<file path="config.mk">
export PLATFORM = sky130hd
export DESIGN_NAME = tft_lcd_bus_ctrl
export DESIGN_NICKNAME = d
export VERILOG_FILES = /design/src/rtl/tft_lcd_bus_ctrl.sv
export SDC_FILE = /design/constraint.sdc
export NUM_CORES = 1
export LEC_CHECK = 0
export CAP_MARGIN = 20
export CORE_MARGIN = 1
export CORE_UTILIZATION = 35
export CTS_CLUSTER_SIZE = 14
export DETAILED_ROUTE_END_ITERATION = 8
export PLACE_DENSITY = 0.6
export SYNTH_ARGS = -nofsm -noshare
export SYNTH_HDL_FRONTEND = slang
export SYNTH_SLANG_ARGS = --single-unit
</file>
<file path="constraint.sdc">
create_clock -name clk -period 2.95 [get_ports clk]
set_input_delay 0.295 -clock clk [delete_from_list [all_inputs] [get_ports clk]]
set_output_delay 0.295 -clock clk [all_outputs]
set_load 0.01 [all_outputs]
</file>
<file path="src/rtl/tft_lcd_bus_ctrl.sv">
`default_nettype none
// ============================================================================
// Module   : tft_lcd_bus_ctrl
// Purpose  : Avalon-MM slave that queues command/data words in a small FIFO
//            and replays them onto an 8080-style TFT LCD write bus with
//            programmable strobe-low and hold timing.
// Ports    : clk, reset         - clock, synchronous active-high reset
//            address[1:0]       - 0 cmd write, 1 data write, 2 status, 3 ctrl
//            chipselect,write_n - Avalon write qualifiers
//            writedata[15:0]    - Avalon write data
//            readdata[15:0]     - combinational register readback
//            waitrequest        - only with TFT_LCD_WAITREQ_EN defined
//            lcd_cs_n, lcd_rs, lcd_wr_n, lcd_rd_n, lcd_rst_n, lcd_data[15:0]
// Option   : TFT_LCD_WAITREQ_EN - stall full-FIFO writes instead of dropping
// Revision : 1.0 - initial release
// ============================================================================
module tft_lcd_bus_ctrl #(
    parameter int WR_LOW_CYCLES  = 2,
    parameter int WR_HIGH_CYCLES = 2,
    parameter int FIFO_DEPTH     = 4
) (
    input  logic        clk,
    input  logic        reset,
    input  logic [1:0]  address,
    input  logic        chipselect,
    input  logic        write_n,
    input  logic [15:0] writedata,
    output logic [15:0] readdata,
`ifdef TFT_LCD_WAITREQ_EN
    output logic        waitrequest,
`endif
    output logic        lcd_cs_n,
    output logic        lcd_rs,
    output logic        lcd_wr_n,
    output logic        lcd_rd_n,
    output logic        lcd_rst_n,
    output logic [15:0] lcd_data
);

    localparam int c_ADDR_W = $clog2(FIFO_DEPTH);
    localparam int c_CNT_W  = $clog2(FIFO_DEPTH + 1);

    localparam logic [c_CNT_W-1:0]  c_DEPTH    = c_CNT_W'(FIFO_DEPTH);
    localparam logic [3:0]          c_LOW_LOAD  = 4'(WR_LOW_CYCLES - 1);
    localparam logic [3:0]          c_HIGH_LOAD = 4'(WR_HIGH_CYCLES - 1);

    localparam logic [1:0] c_ST_IDLE   = 2'd0;
    localparam logic [1:0] c_ST_SETUP  = 2'd1;
    localparam logic [1:0] c_ST_STROBE = 2'd2;
    localparam logic [1:0] c_ST_HOLD   = 2'd3;

    // FIFO storage: {rs, data}
    logic [16:0]         r_mem [FIFO_DEPTH];
    logic [c_ADDR_W-1:0] r_wr_ptr;
    logic [c_ADDR_W-1:0] r_rd_ptr;
    logic [c_CNT_W-1:0]  r_count;

    logic [1:0]          r_state;
    logic [3:0]          r_cnt;
    logic                r_ovf;
    logic                r_ctrl;

    logic                w_wr_acc;
    logic                w_push_req;
    logic                w_full;
    logic                w_empty;
    logic                w_push;
    logic                w_hold_done;
    logic                w_pop;
    logic                w_busy;
    logic                w_ovf_set;
    logic                w_ovf_clr;
    logic [4:0]          w_level;
    logic [16:0]         w_head;

    assign w_wr_acc    = chipselect && !write_n;
    assign w_push_req  = w_wr_acc && !address[1];
    // Full/empty come from the pre-edge count, so a same-edge pop never
    // rescues a push into a full FIFO.
    assign w_full      = (r_count == c_DEPTH);
    assign w_empty     = (r_count == '0);
    assign w_push      = w_push_req && !w_full;
    assign w_hold_done = (r_state == c_ST_HOLD) && (r_cnt == 4'd0);
    assign w_pop       = !w_empty && ((r_state == c_ST_IDLE) || w_hold_done);
    assign w_busy      = (r_state != c_ST_IDLE) || !w_empty;
    assign w_level     = 5'(r_count);
    assign w_head      = r_mem[r_rd_ptr];
    assign w_ovf_clr   = w_wr_acc && (address == 2'd2) && writedata[2];

`ifdef TFT_LCD_WAITREQ_EN
    // A stalled write is simply re-presented by the master until it fits.
    assign waitrequest = w_push_req && w_full;
    assign w_ovf_set   = 1'b0;
`else
    assign w_ovf_set   = w_push_req && w_full;
`endif

    assign lcd_rd_n  = 1'b1;
    assign lcd_rst_n = r_ctrl;

    // Storage carries no reset; validity is tracked by the pointers/count.
    always_ff @(posedge clk) begin
        if (!reset && w_push) begin
            r_mem[r_wr_ptr] <= {address[0], writedata};
        end
    end

    always_ff @(posedge clk) begin
        if (reset) begin
            r_wr_ptr <= '0;
            r_rd_ptr <= '0;
            r_count  <= '0;
            r_ovf    <= 1'b0;
            r_ctrl   <= 1'b0;
            r_state  <= c_ST_IDLE;
            r_cnt    <= 4'd0;
            lcd_cs_n <= 1'b1;
            lcd_wr_n <= 1'b1;
            lcd_rs   <= 1'b0;
            lcd_data <= 16'h0000;
        end else begin
            if (w_push) begin
                r_wr_ptr <= r_wr_ptr + c_ADDR_W'(1);
            end
            if (w_pop) begin
                r_rd_ptr <= r_rd_ptr + c_ADDR_W'(1);
            end
            case ({w_push, w_pop})
                2'b10:   r_count <= r_count + c_CNT_W'(1);
                2'b01:   r_count <= r_count - c_CNT_W'(1);
                default: r_count <= r_count;
            endcase

            // A rejection on the same edge as a clear keeps the flag set.
            if (w_ovf_set) begin
                r_ovf <= 1'b1;
            end else if (w_ovf_clr) begin
                r_ovf <= 1'b0;
            end

            if (w_wr_acc && (address == 2'd3)) begin
                r_ctrl <= writedata[0];
            end

            case (r_state)
                c_ST_IDLE: begin
                    if (w_pop) begin
                        r_state            <= c_ST_SETUP;
                        lcd_cs_n           <= 1'b0;
                        lcd_wr_n           <= 1'b1;
                        {lcd_rs, lcd_data} <= w_head;
                    end
                end
                c_ST_SETUP: begin
                    r_state  <= c_ST_STROBE;
                    lcd_wr_n <= 1'b0;
                    r_cnt    <= c_LOW_LOAD;
                end
                c_ST_STROBE: begin
                    if (r_cnt == 4'd0) begin
                        r_state  <= c_ST_HOLD;
                        lcd_wr_n <= 1'b1;
                        r_cnt    <= c_HIGH_LOAD;
                    end else begin
                        r_cnt <= r_cnt - 4'd1;
                    end
                end
                c_ST_HOLD: begin
                    if (r_cnt == 4'd0) begin
                        if (w_pop) begin
                            // Back-to-back: chip select stays low.
                            r_state            <= c_ST_SETUP;
                            {lcd_rs, lcd_data} <= w_head;
                        end else begin
                            r_state  <= c_ST_IDLE;
                            lcd_cs_n <= 1'b1;
                        end
                    end else begin
                        r_cnt <= r_cnt - 4'd1;
                    end
                end
                default: begin
                    r_state  <= c_ST_IDLE;
                    lcd_cs_n <= 1'b1;
                    lcd_wr_n <= 1'b1;
                end
            endcase
        end
    end

    always_comb begin
        readdata = 16'h0000;
        case (address)
            2'd2:    readdata = {8'h00, w_level, r_ovf, w_full, w_busy};
            2'd3:    readdata = {15'h0000, r_ctrl};
            default: readdata = 16'h0000;
        endcase
    end

endmodule
`default_nettype wire

</file>
==> metrics.md <==
| Metric | Value |
|---|---|
| Hold slack | 0.497 ns |
| Number of synthesized flops with an enable pin | 68 |
| Area taken by multi-input logic gates | 1400 um^2 |
| Compound-cell area share of the yosys netlist | 4.48% |
| Inserted Clock Buffers | 9 |
| Die Width | 113 um |
| Met1 wire length | 3.73 mm |
| First-pass GRT wire length | 12.8 mm |
| Final min period | 2.61 ns |
| Cell taking the most area after synthesis | edfxtp_1 |
| Most frequent cell after synthesis | edfxtp_1 |
| Nets@finish | 378 |
| Synth top area cells | edfxtp_1 (47%), dfxtp_1 (17%), mux4_2 (8.9%) |
| CP max-delay cell | or4b_4 |
| Leakage | 1.90 nW |
| CTS H-tree depth | 3 |
| Effective utilization at floorplan | 36.0% |
| Crit-path cells | inv_1 -> ha_1 -> or4b_4 -> o211a_1 -> clkdlybuf4s50_1 |
| Worst-Margin Slew | 0.900 ns |
| Worst-case reg-to-reg path depth | 9 |
| Post-synth top area share | 47.2% |
| Number of global-route vias before repair | 2439 |
| DRT iter0 DRCs | 75 |
| Distinct cells, synth | 47 |
| #FFs+latches synth | 104 |
| Post-Syn Instances | 289 |
| Outcome | completed |
| Gates resized, CTS repair | 0 |
| Clock slew at reported path FFs | 0.07 ns |
| CP Capture Type | output pin |
| Synth async-reset ratio | 0% |
| Num ports | 59 |
| Post-Route WL | 7.84 mm |
| Drt pass-1 iters | 4 |
| Critical path buffers and inverters | 2 |
| Layout cell share with drive strength beyond 1 | 14.4% |
| Synth warnings | 0 |
| Final Setup Violations | 0 |
| Cell Area, Synth | 4320 um^2 |
| Worst Setup EP | readdata[0] |
| Top sig layer | met4 |
| Rel. slew slack | 39.9% |
| Stages on the worst setup path | 5 |
| Grt ovf | 0 |
| Family with the most delay on the worst path | buffers and inverters |
| Worst hold path type | flop to flop |
| Initial antenna violation count | 1 |
| Hold Vio Cnt, Final | 0 |
| Kind of critical path | flop to output pin |
| Worst Path Required | 2.65 ns |
| Fmax | 0.383 GHz |
| DR DRC count | 0 |
| Dpl hpwl | 5.27 mm |
| Critical Path Fanout Max | 5 |
| Fill cell count | 1096 |
| Via Count | 2407 |
| Synth Area per Inst | 15.0 um^2 |
| Largest family of logic cells by synthesized area | multiplexers |
| CTS tree | done |
| Sequential-to-total area share from yosys stat | 63.9% |
| Setup crit start kind | flop |
| Register area | 2760 um^2 |
| Total Routing Usage GR | 13.2% |
| Largest net degree at the start of global routing | 36 |
| IO buf count | 47 |
| Reg2reg end | r_count[2]$_SDFFE_PP0P_ |
| Crit share post-route | 88.4% |
| Post-synthesis simple-gate area fraction | 8.59% |
| Power Dens Cells | 858 nW/um^2 |
| Worst-Skew Late Latency | 0.34 ns |
| Root Buffer Master | clkbuf_16 |
| Leading cell types by count after synthesis | edfxtp_1 (68), dfxtp_1 (36), nor2_1 (31) |
| Clk sink count | 104 |
| P&R area growth vs syn | 21.1% |
| Wire length on met2 | 3.60 mm |
| Adder-Cell Fraction of Synth Area | 3.94% |
| Max incr delay on CP | 0.52 ns |
| Worst Skew | 0.0102 ns |
| Routed Antenna Nets | 0 |
| Cts-stage hold buffer count | 0 |
| Reg-to-reg slack, setup | 0.45 ns |
| Die Span Y | 113 um |
| Synth Flop Type | edfxtp_1 |
| Max Cap Violations | 0 |
| Post-synthesis mux area share | 13.5% |
| Setup total negative slack | 0 ns |
| CP arrival | 2.31 ns |
| Setup Fix Bufs, Post-CTS | 0 |
| Xor/xnor share of the synthesized area | 1.01% |
| Via density | 4.85 |
| Routed wl met3 | 439 um |
| RSZ-0062 raised after global routing | no |
| Routed wire per std cell | 15.8 um |
| VDD IR max | 0.000424 V |
| Crit path from | r_state[0]$_SDFFE_PP0P_ |
| Worst r2r src | r_state[1]$_SDFFE_PP0P_ |
| Die area | 12800 um^2 |
| Core area | 12000 um^2 |
| Placer congestion estimate | 0.706 |
| Row cnt | 40 |
| Max Buffers Root-to-Sink | 2 |
| Max-slew violations | 0 |
[logic make-up after synthesis]
group | after synthesis
flops | 104
simple gates | 68
mux | 37
buf+inv | 34
compound gates | 26
fa+ha+maj | 13
xor+xnor | 5
other cells | 2
[area by class of cell]
| type | count | area share, % |
|---|---|---|
| sequential | 104 | 52.8 |
| antenna | 1 | 0.0478 |
| clock inverter | 6 | 0.980 |
| multi-input combinational | 160 | 26.8 |
| tap | 147 | 3.51 |
| clock buffer | 10 | 4.37 |
| inverter | 10 | 0.717 |
| timing repair buffer | 58 | 10.8 |
[routing by layer]
layer	up-vias	track usage [%]
li1	1147	-
met1	1197	17.3
met2	57	20.8
met3	6	4.39
met4	0	4.21
met5	-	0
[per-stage QoR]
step	total power, mW	instances	util [%]	instance area [um^2]	setup WS, ns
floorplan	2.95	298	-	4360	0.647
global placement	3.40	479	41.2	4950	0.480
detailed placement	3.43	479	41.2	4950	0.403
CTS	4.55	495	43.6	5230	0.293
global route	4.76	495	43.6	5230	0.222
finish	4.49	496	43.6	5240	0.341
[worst min-delay path by stage]
stage / from / end / cells after the start
floorplan: writedata[0] / r_mem[0][0]$_DFFE_PP_ / 0
global placement: lcd_data[12]$_SDFFE_PP0P_ / lcd_data[12]$_SDFFE_PP0P_ / 2
global route: lcd_data[8]$_SDFFE_PP0P_ / lcd_data[8]$_SDFFE_PP0P_ / 2
CTS: lcd_data[7]$_SDFFE_PP0P_ / lcd_data[7]$_SDFFE_PP0P_ / 2
finish: lcd_data[2]$_SDFFE_PP0P_ / lcd_data[2]$_SDFFE_PP0P_ / 2
detailed placement: lcd_data[7]$_SDFFE_PP0P_ / lcd_data[7]$_SDFFE_PP0P_ / 2
[registers in the layout, summed over array words and instances (netlist names), named ones only]
signal / flops
r_rd_ptr: 2
r_wr_ptr: 2
r_count: 3
lcd_rst_n: 1
r_ovf: 1
lcd_rs: 1
r_mem: 68
lcd_wr_n: 1
lcd_data: 16
r_cnt: 4
r_state: 2
lcd_cs_n: 1
[worst min-delay path: stages (launching register included)]
cell,delay (ns)
dfxtp_1,0.33
mux2i_1,0.07
nor2_1,0.07
[cells in the final DEF (no fill, tap or decap), types with 6 or more instances in the layout]
cell	count
conb_1	11
edfxtp_1	68
clkdlybuf4s50_1	47
and2_1	11
a21oi_1	6
mux2i_1	20
mux4_2	17
dfxtp_1	36
inv_1	10
nor2_1	31
buf_4	10
ha_1	12
clkbuf_16	9
[report_power, final]
group / internal (mW) / total (mW) / switching, mW
Combinational: 0.775 / 1.50 / 0.723
Sequential: 1.73 / 1.88 / 0.150
Clock: 0.588 / 1.12 / 0.530
Note: power is estimated with default switching activity, not from simulation.
